===== src/rtl/xor_decrypter.sv =====
// Stream XOR decrypter: valid/ready in and out, session FSM, byte counter and completion LED.
// Optional rolling-key mode is built when XOR_DEC_ROLLING_KEY_EN is defined.
module xor_decrypter #(
    parameter int COUNT_W = 16
) (
    input  logic               clk,
    input  logic               start_reset_n,
    input  logic [2:0]         shift,
    input  logic [7:0]         key,
    input  logic               xor_enable,
    input  logic               improved_decrypt_enable,
    input  logic [7:0]         din,
    input  logic               din_valid,
    input  logic               din_last,
    output logic               din_ready,
    output logic [7:0]         dout,
    output logic               dout_valid,
    input  logic               dout_ready,
    output logic               dout_last,
    output logic [COUNT_W-1:0] byte_count,
    output logic               led_complete
);

    typedef enum logic [1:0] {IDLE, RUN, DRAIN, DONE} state_t;

    state_t     state;
    logic [7:0] key_r;
    logic       in_hs;
    logic       out_hs;

    function automatic logic [7:0] rotl8(input logic [7:0] k, input logic [2:0] s);
        logic [15:0] t;
        t = {k, k} << s;
        return t[15:8];
    endfunction

`ifdef XOR_DEC_ROLLING_KEY_EN
    logic rolling_r;
`else
    logic unused_improved;
    assign unused_improved = improved_decrypt_enable;
`endif

    // Ready is combinational on dout_ready so a full output register can hand off every cycle.
    assign din_ready = (state == RUN) && (!dout_valid || dout_ready);
    assign in_hs     = din_valid && din_ready;
    assign out_hs    = dout_valid && dout_ready;

    // NOTE: all state below updates with non-blocking assignments so every register
    // samples pre-edge values; blocking here would create order-dependent behaviour.
    always_ff @(posedge clk) begin
        if (!start_reset_n) begin
            state        <= IDLE;
            key_r        <= 8'h00;
            dout         <= 8'h00;
            dout_valid   <= 1'b0;
            dout_last    <= 1'b0;
            byte_count   <= '0;
            led_complete <= 1'b0;
`ifdef XOR_DEC_ROLLING_KEY_EN
            rolling_r    <= 1'b0;
`endif
        end else begin
            case (state)
                IDLE: begin
                    if (xor_enable) begin
                        key_r        <= rotl8(key, shift);
                        byte_count   <= '0;
                        led_complete <= 1'b0;
`ifdef XOR_DEC_ROLLING_KEY_EN
                        rolling_r    <= improved_decrypt_enable;
`endif
                        state        <= RUN;
                    end
                end
                RUN, DRAIN: begin
                    if (!xor_enable) begin
                        // Abort: pending output byte is dropped, counter keeps its value.
                        dout_valid <= 1'b0;
                        dout_last  <= 1'b0;
                        state      <= IDLE;
                    end else begin
                        if (out_hs)
                            byte_count <= byte_count + 1'b1;
                        if (in_hs) begin
                            dout       <= din ^ key_r;
                            dout_valid <= 1'b1;
                            dout_last  <= din_last;
                            if (din_last)
                                state <= DRAIN;
`ifdef XOR_DEC_ROLLING_KEY_EN
                            if (rolling_r)
                                key_r <= {key_r[6:0], key_r[7]};
`endif
                        end else if (out_hs) begin
                            dout_valid <= 1'b0;
                            dout_last  <= 1'b0;
                        end
                        if (state == DRAIN && out_hs && dout_last) begin
                            led_complete <= 1'b1;
                            state        <= DONE;
                        end
                    end
                end
                DONE: begin
                    if (!xor_enable)
                        state <= IDLE;
                end
                default: state <= IDLE;
            endcase
        end
    end

endmodule


===== config.mk =====
export PLATFORM = sky130hd
export DESIGN_NAME = xor_decrypter
export DESIGN_NICKNAME = d
export VERILOG_FILES = /design/src/rtl/xor_decrypter.sv
export SDC_FILE = /design/constraint.sdc
export NUM_CORES = 1
export LEC_CHECK = 0
export CAP_MARGIN = 5
export CORE_MARGIN = 1
export CORE_UTILIZATION = 49
export DETAILED_ROUTE_END_ITERATION = 6
export GPL_TIMING_DRIVEN = 1
export PLACE_DENSITY = 0.8
export SLEW_MARGIN = 20
export SYNTH_ARGS = -nofsm -noshare
export SYNTH_HDL_FRONTEND = slang
export SYNTH_SLANG_ARGS = --single-unit

===== constraint.sdc =====
create_clock -name clk -period 2.37 [get_ports clk]
set_clock_uncertainty 0.2 [all_clocks]
set_input_delay 0.474 -clock clk [delete_from_list [all_inputs] [get_ports clk]]
set_output_delay 0.474 -clock clk [all_outputs]
set_load 0.005 [all_outputs]

==> impl_metrics.ini <==
[clock_tree]
numClockSinks = 37
cts-root-buf = clkbuf_8
clk_latency_ps = 290
cts_tree = done
numCtsBuffers = 5
cts_max_level = 2
cts-root-to-sink-buffers = 2
clk_pin_slew_ps = 80
post-cts-setup-buffer-count = 0
cts_hold_buf = 0
ctsResizeCount = 0

[power_and_ir_drop]
ir_drop_mv = 0.374
pwr-share-clk_pct = 34.9
power.leakage_nw = 1.08
power.density_mw_per_mm2 = 576
seqPwrFrac_pct = 41.2
power.total_mw = 1.65
power.internal_mw = 1.20
p_switching_mw = 0.449
combPwrFrac_pct = 23.9
p_sw_share_pct = 27.2

[synth]
synthAdderAreaFrac_pct = 3.00
muxShareOfSynthArea_pct = 9.11
synth_nets = 252
synth-seq-cells = 37
synth-xor-area-share_pct = 6.29
ys.flop_type = dfxtp_1
yosys_warnings = 0
async_flop_share_pct = 0
synth_area_mm2 = 0.00209
seq_area_frac_synth_pct = 35.5
synth-edff-count = 0
synth_top_family_by_area = compound AO/OA/AOI/OAI gates
synth.avg_cell_area_um2 = 9.44
synthSimpleGateAreaFrac_pct = 19.1
synthDistinctLibCells = 43
syn-instance-count = 221
synth_compound_area_share_pct = 22.5

[finish]
fillCellCount = 328
fin_area_mm2 = 0.00286
area_delta_synth_final_pct = 37.2
seqCellArea_um2 = 741
final_common_cell = clkdlybuf4s50_1
multi_input_area_mm2 = 0.00126
nets = 312
final_cell_mix = clkdlybuf4s50_1 (51), dfxtp_1 (37), nand2_1 (19), o21ai_0 (19), nor2_1 (18)
antennaDiodeCount = 0
fin_util_pct = 70.6
fin_cells = 332
layout-drive-gt1-share_pct = 16.0

[setup_path]
worst-endpoint-required_ps = 2400
r2r_end = byte_count[14]
critPathMaxFanout = 7
arrival_ps = 2110
rr_startpoint = state[0]
cp-start-kind = register
reg2reg_depth = 6
worst_setup_path_end_kind = register
r2r_setup_slack_ps = 300
path_class = reg2reg

[global_routing]
grt_pass1_vias = 1765
grt_overflow_total = 0
grt_usage_pct = 22.0
grt_pass1_wl_mm = 7.40
grt_max_degree = 19
grt_antenna_before_repair = 0

[placement]
placed_cell_area_mm2 = 0.00273
dpl.cell_count = 324
dp_worst_setup_slack_ps = 24.3
dpl.hpwl_mm = 3.35
port_buffers = 52
routabilityCongestion = 0.834

[drt]
drt_wl_total_mm = 4.38
drtAntennaViolNets = 0
drtIter0Drc = 88
via_per_inst = 5.55
route.detailed.drc = 0
wl_per_cell_um = 13.2
first_pass_iters = 4
vias = 1841

[outcome]
status = complete, no violations

[sta]
fmax_mhz = 482
worstMarginPinSlew_ps = 327
hold_viol = 0
period_share_pct = 87.5
maxSlewViolCount = 0
timing.hold.ws_ps = 284
setup_viol = 0
worst_slack_ps = 296
fin_tns_setup_ps = 0
max-slew-margin-rel_pct = 78.1
grt_setup_unrepaired = no
fin_crit_ps = 2070

[floorplanning]
die_w_um = 67.3
fp.dieH_um = 67.3
core_region_area_mm2 = 0.00406
die_area_mm2 = 0.00452
placementRows = 23
ios = 54
start_util_pct = 51.4

[min_path]
min_path_type = reg2reg
hold_start = byte_count[15]
hold_depth = 2
whs_endpoint = byte_count[15]

[flow_run]
maxCapViolCount = 0
==> synth_stat cells (2+ instances only) <==
library cell / count / area [µm²]
or3_1: 6 / 37.5
nand2b_1: 2 / 12.5
clkbuf_1: 4 / 15.0
dfxtp_1: 37 / 741
o2111ai_4: 2 / 52.6
a21boi_1: 2 / 15.0
mux4_2: 8 / 180
ha_1: 5 / 62.6
nor2_1: 18 / 67.6
o21ai_0: 19 / 95.1
buf_6: 2 / 22.5
nand4_1: 4 / 25.0
xnor2_1: 15 / 131
and3_2: 2 / 15.0
buf_2: 4 / 20.0
a21o_1: 2 / 15.0
and2_1: 3 / 18.8
buf_4: 2 / 15.0
a21oi_1: 10 / 50.1
inv_1: 6 / 22.5
and4_1: 3 / 26.3
a211oi_2: 3 / 37.5
nor2b_1: 4 / 25.0
o22ai_1: 8 / 50.1
nand2_1: 19 / 71.3
a21oi_2: 2 / 17.5
o211a_1: 8 / 80.1
nand3_1: 6 / 30.0
==> logic make-up (layout without fill, tap and decap cells) <==
family	after synthesis	in the layout
buffers and inverters	18	79
adder cells (fa/ha/maj)	5	5
flip-flops	37	37
AND/OR/NAND/NOR	74	74
multiplexers	9	9
XOR/XNOR	15	15
AO/OA/AOI/OAI	63	63
==> worst max-delay path by stage <==
stage / startpoint / endpoint / slack (ps) / cells past startpoint
3_3_place_gp: dout_ready / din_ready / 30 / 4
4_1_cts: dout_ready / din_ready / 10 / 4
3_5_place_dp: dout_ready / din_ready / 20 / 4
6_report: state[0] / byte_count[14] / 300 / 6
2_1_floorplan: state[0] / dout[0] / 440 / 8
5_1_grt: state[0] / byte_count[14] / 140 / 6
==> routing by layer <==
| layer | up-vias | track usage [%] | share of wire [%] |
|---|---|---|---|
| met1 | 849 | 25.3 | 45 |
| met4 | 0 | 8.78 | 1.5 |
| met2 | 56 | 37.9 | 48 |
| met5 | - | 0 | 0 |
| li1 | 930 | - | - |
| met3 | 6 | 6.76 | 5.1 |
==> cell type report <==
class                   count  share of cell area [%]
multi-input cells         166                    44.0
clock inverters             2                    1.31
inverters                   6                   0.787
flip-flops and latches     37                    25.9
well taps                  50                    2.19
repair buffers             65                    23.0
clock buffers               6                    2.88
==> power by group through the flow <==
stage	Combinational, mW	Sequential, mW	Clock [mW]
floorplan	0.253	0.689	0
global placement	0.382	0.694	0
detailed placement	0.394	0.694	0
CTS	0.395	0.680	0.586
global route	0.431	0.685	0.615
finish	0.394	0.680	0.575
==> flip-flops by register name, indices dropped and copies added (netlist names) <==
signal,flops
byte_count,16
led_complete,1
key_r,8
dout,8
state,2
dout_last,1
dout_valid,1
==> worst max-delay path, cell delays in order (launching register included) <==
cell       delay, ps
dfxtp_1          400
inv_1             80
ha_1             410
and3_2           280
o2111ai_4        150
or3_1            350
a21oi_2          130
No activity file was read; power rests on OpenSTA's default activity.
==> edit 1: new RTL, config.mk and constraints unchanged <==
Encoding of `state_t`: now one-hot (4 bits for 4 states).
--- a/src/rtl/xor_decrypter.sv
+++ b/src/rtl/xor_decrypter.sv
@@ -21,7 +21,7 @@
     output logic               led_complete
 );
 
-    typedef enum logic [1:0] {IDLE, RUN, DRAIN, DONE} state_t;
+    typedef enum logic [3:0] {IDLE = 4'b0001, RUN = 4'b0010, DRAIN = 4'b0100, DONE = 4'b1000} state_t;
 
     state_t     state;
     logic [7:0] key_r;
Check against the original RTL: same outputs for any inputs over 10 cycles, from zero or initial values and one cycle with start_reset_n low; not proved beyond that.
==> edit 1 against the original RTL <==
Utilization decreased by 2.0 points; design area rose by 4.3%; sequential cell count increased by 2; first-iteration DRC count is 33% higher; area after synthesis is 5.8% higher; critical path depth shrank 3; worst setup slack worse by 0.22 ns; worst hold slack worse by 0.011 ns; total power is 12% lower; die area increased by 5.6%; wire length is 17% higher; largest cell class unchanged.
==> edit 1: results <==
[drt]
post_drt_via_cell_ratio = 5.87
detailroute.wirelength.met3_um = 282
routed-via-count = 2044
postRouteWirelength_um = 5110
dr.first_iter.drc_count = 117
met1Wirelength_um = 2210
topRoutingLayerUsed = "met4"
met2_wirelength_um = 2530

[synthesis]
yosysSeqAreaShare = 0.354
synthesis.nets = 265
synthesis.yosys.warnings = 0
synth_compound_area_frac = 0.180
post_synth_fa_ha_maj_area_fraction = 0.00567
synthFlopType = "sky130_fd_sc_hd__dfxtp_1"
synth.top_cells.by_area = "sky130_fd_sc_hd__dfxtp_1 35%, sky130_fd_sc_hd__mux4_2 8.2%, sky130_fd_sc_hd__a21oi_1 6.3%"
ys_top_cells_by_count = "39 x sky130_fd_sc_hd__dfxtp_1, 28 x sky130_fd_sc_hd__a21oi_1"
synthesis.area_per_instance_um2 = 9.27
yosys.cell_types.count = 41
synthXorXnorAreaFrac = 0.0465
synth.mux.area_fraction = 0.168

[setup_path]
worst_r2r_startpoint = "state[2]"
r2r_end = "byte_count[15]"
critical-path-slowest-cell = "sky130_fd_sc_hd__clkdlybuf4s50_1"
timing.critical_path.slowest_cell_delay_ns = 0.51
critPathCapture = "din_ready"
r2r_slack_ns = 0.22
worst-path-max-fanout = 8
cp-startpoint = "state[0]"
cpLargestDelayFamily = "buffers and inverters"
worstRegToRegCells = 6
critPathArrivalTime_ns = 1.62

[run_status]
outcome = "completed"

[power_and_ir_drop]
p_seq_frac = 0.471
combinationalPower_uw = 236
internal_power_uw = 1110
leakagePower_uw = 0.00101
irDropWorstVdd_v = 0.000272

[final_layout]
nNetsFinal = 323
post_route_cells_drive_above_1_share = 0.172

[place]
placed_cells_incl_taps = 341
dpl.hpwl_um = 3750
gpl.final_weighted_congestion = 0.814
placement.cell_area_um2 = 2850
placement.setup.worst_slack_ns = -0.205
numPortBuffers = 52

[clock_tree]
cts_resized = 4
clock_insertion_delay_worst_skew_ns = 0.29
clk_path_buf_depth = 2
cts_made_buffers = 5

[grt]
globalRouteMet2Util = 0.376
globalRouteMet1Util = 0.267
wire_length_of_the_first_global_routing_pass_um = 8510
global_route.usage.total = 0.219
grt_max_degree = 26
gr-usage-met3 = 0.0541
grt_pass1_vias = 1909

[timing]
worst-slew-pin-transition_ns = 0.841
finalHoldWorstSlack_ns = 0.273
fin_ws_ns = 0.0779

[worst_hold_path]
worst_hold_path.num_cells = 2
[edit 1: changes by cell type after synthesis, moves of 7 or more]
| cell | delta |
|---|---|
| sky130_fd_sc_hd__o22ai_1 | -8 |
| sky130_fd_sc_hd__xnor2_1 | -7 |
| sky130_fd_sc_hd__or4_1 | +11 |
| sky130_fd_sc_hd__o211a_1 | -7 |
| sky130_fd_sc_hd__nor2_1 | -7 |
| sky130_fd_sc_hd__o21ai_0 | -10 |
| sky130_fd_sc_hd__a211oi_1 | +8 |
| sky130_fd_sc_hd__mux2_2 | +8 |
| sky130_fd_sc_hd__mux2i_1 | +9 |
| sky130_fd_sc_hd__a21oi_1 | +18 |
| sky130_fd_sc_hd__nand2_1 | -8 |
| sky130_fd_sc_hd__o31ai_1 | +10 |
[edit 1: cell type report]
cell class,instances,area [um2]
Fill cell,353,1370
Multi-Input combinational cell,174,1330
Timing Repair Buffer,71,687
Clock buffer,6,72.6
Sequential cell,39,783
Clock inverter,1,30.0
Inverter,5,18.8
Tap cell,52,65.1
==> edit 2: new RTL, same settings <==
Without the edit above. Add a define of `XOR_DEC_ROLLING_KEY_EN`.
--- a/src/rtl/xor_decrypter.sv
+++ b/src/rtl/xor_decrypter.sv
@@ -1,5 +1,7 @@
 // Stream XOR decrypter: valid/ready in and out, session FSM, byte counter and completion LED.
 // Optional rolling-key mode is built when XOR_DEC_ROLLING_KEY_EN is defined.
+`define XOR_DEC_ROLLING_KEY_EN
+
 module xor_decrypter #(
     parameter int COUNT_W = 16
 ) (
Function: changed (Yosys sat finds a counterexample within 4 cycles, from zero or initial values and one cycle with start_reset_n low).
==> edit 2 against the original RTL <==
Highest routed layer unchanged; sequential cell count increased by 1; clock power is 27% lower; worst setup slack got worse by 0.15 ns; critical path depth shrank 2; area after synthesis increased by 2.4%; wire length up 13%; non-clock buffer count grew 5; critical endpoint is now din_ready; total power shrank 8.5%; design area up 0.35%; via count grew 14%; count of clock-buffer cells in the layout decreased by 1; die area rose by 2.3%.
==> edit 2: results <==
[setup_path]
cpLargestDelayFamily = "buffers and inverters"
critPathCapture = "din_ready"
path_buf_inv = 2
r2r_slack_ns = 0.19
critical-path-slowest-cell = "sky130_fd_sc_hd__clkdlybuf4s50_1"

[place]
dpl.hpwl_um = 3670
gpl.final_weighted_congestion = 0.910
numPortBuffers = 53
placement.setup.worst_slack_ns = -0.0958

[worst_hold_path]
min_from = "state[0]"

[grt]
grt_pass1_vias = 1847
gr-usage-met3 = 0.0583
grt_max_degree = 17
global_route.usage.total = 0.228

[power_and_ir_drop]
power_switching_share = 0.295
power.switching_uw = 445
p_seq_frac = 0.471

[timing]
finalHoldWorstSlack_ns = 0.281
fmax_ghz = 0.451

[synthesis]
yosysSeqAreaShare = 0.356

[final_layout]
post_route_cells_drive_above_1_share = 0.0994
fillerInstances = 340

[run_status]
outcome = "completed"

[clock_tree]
cts_resized = 1

[drt]
postRouteWirelength_um = 4930
-- edit 2: cell types whose count changed in the layout (fill, tap and decap cells not counted), moves of 7 or more --
cell                       before  now
sky130_fd_sc_hd__nand4_1        4   11
sky130_fd_sc_hd__nor2_1        18    8
sky130_fd_sc_hd__a22oi_1        0   17
sky130_fd_sc_hd__o22ai_1        8    1
sky130_fd_sc_hd__buf_4         10   17
sky130_fd_sc_hd__o21ai_0       19    8
sky130_fd_sc_hd__o221ai_1       0    8
sky130_fd_sc_hd__mux2i_1        1    9
sky130_fd_sc_hd__nand2_1       19   35
sky130_fd_sc_hd__mux4_2         8    0
-- edit 2: per-stage QoR --
| step | utilization | std cells |
|---|---|---|
| 2_1_floorplan | - | 251 |
| 3_3_place_gp | 0.680 | 355 |
| 3_5_place_dp | 0.680 | 355 |
| 4_1_cts | 0.699 | 362 |
| 5_1_grt | 0.703 | 362 |
| 6_report | 0.703 | 362 |
-- edit 2: worst min path at each step --
| stage | to | slack (ns) | depth (start not counted) |
|---|---|---|---|
| 3_5_place_dp | rolling_r | 0.27 | 2 |
| 6_report | state[0] | 0.28 | 2 |
| 3_3_place_gp | rolling_r | 0.27 | 2 |
| 2_1_floorplan | rolling_r | 0.24 | 2 |
| 5_1_grt | state[0] | 0.30 | 2 |
| 4_1_cts | rolling_r | 0.28 | 2 |
-- edit 2: cell families (layout without fill, tap and decap cells) --
| group | after synthesis | after routing | share of synthesized area |
|---|---|---|---|
| XOR/XNOR | 14 | 14 | 0.0574 |
| adder cells (fa/ha/maj) | 5 | 5 | 0.0293 |
| flip-flops | 38 | 38 | 0.356 |
| AO/OA/AOI/OAI | 70 | 70 | 0.241 |
| AND/OR/NAND/NOR | 92 | 92 | 0.225 |
| multiplexers | 9 | 9 | 0.0422 |
| buffers and inverters | 23 | 84 | 0.0492 |
-- edit 2: worst register-to-register path, cell delays in order (launching register included) --
cell                       delay [ns]
sky130_fd_sc_hd__dfxtp_2         0.36
sky130_fd_sc_hd__inv_1           0.08
sky130_fd_sc_hd__ha_4            0.26
sky130_fd_sc_hd__nand3b_1        0.21
sky130_fd_sc_hd__a2111o_1        0.53
sky130_fd_sc_hd__or3_1           0.34
sky130_fd_sc_hd__a21oi_1         0.14
-- edit 2: layout make-up --
class	count	area, um2	area share
clock inverters	2	10.0	0.00348
flip-flops and latches	38	763	0.266
well taps	50	62.6	0.0218
clock buffers	5	68.8	0.0240
inverters	7	26.3	0.00915
repair buffers	70	657	0.229
multi-input cells	190	1280	0.447
-- edit 2: per-layer routing --
metal | share of wire | wire length (um)
met1 | 0.45 | 2220
met2 | 0.49 | 2400
met3 | 0.052 | 258
met4 | 0.0089 | 44
met5 | 0 | 0
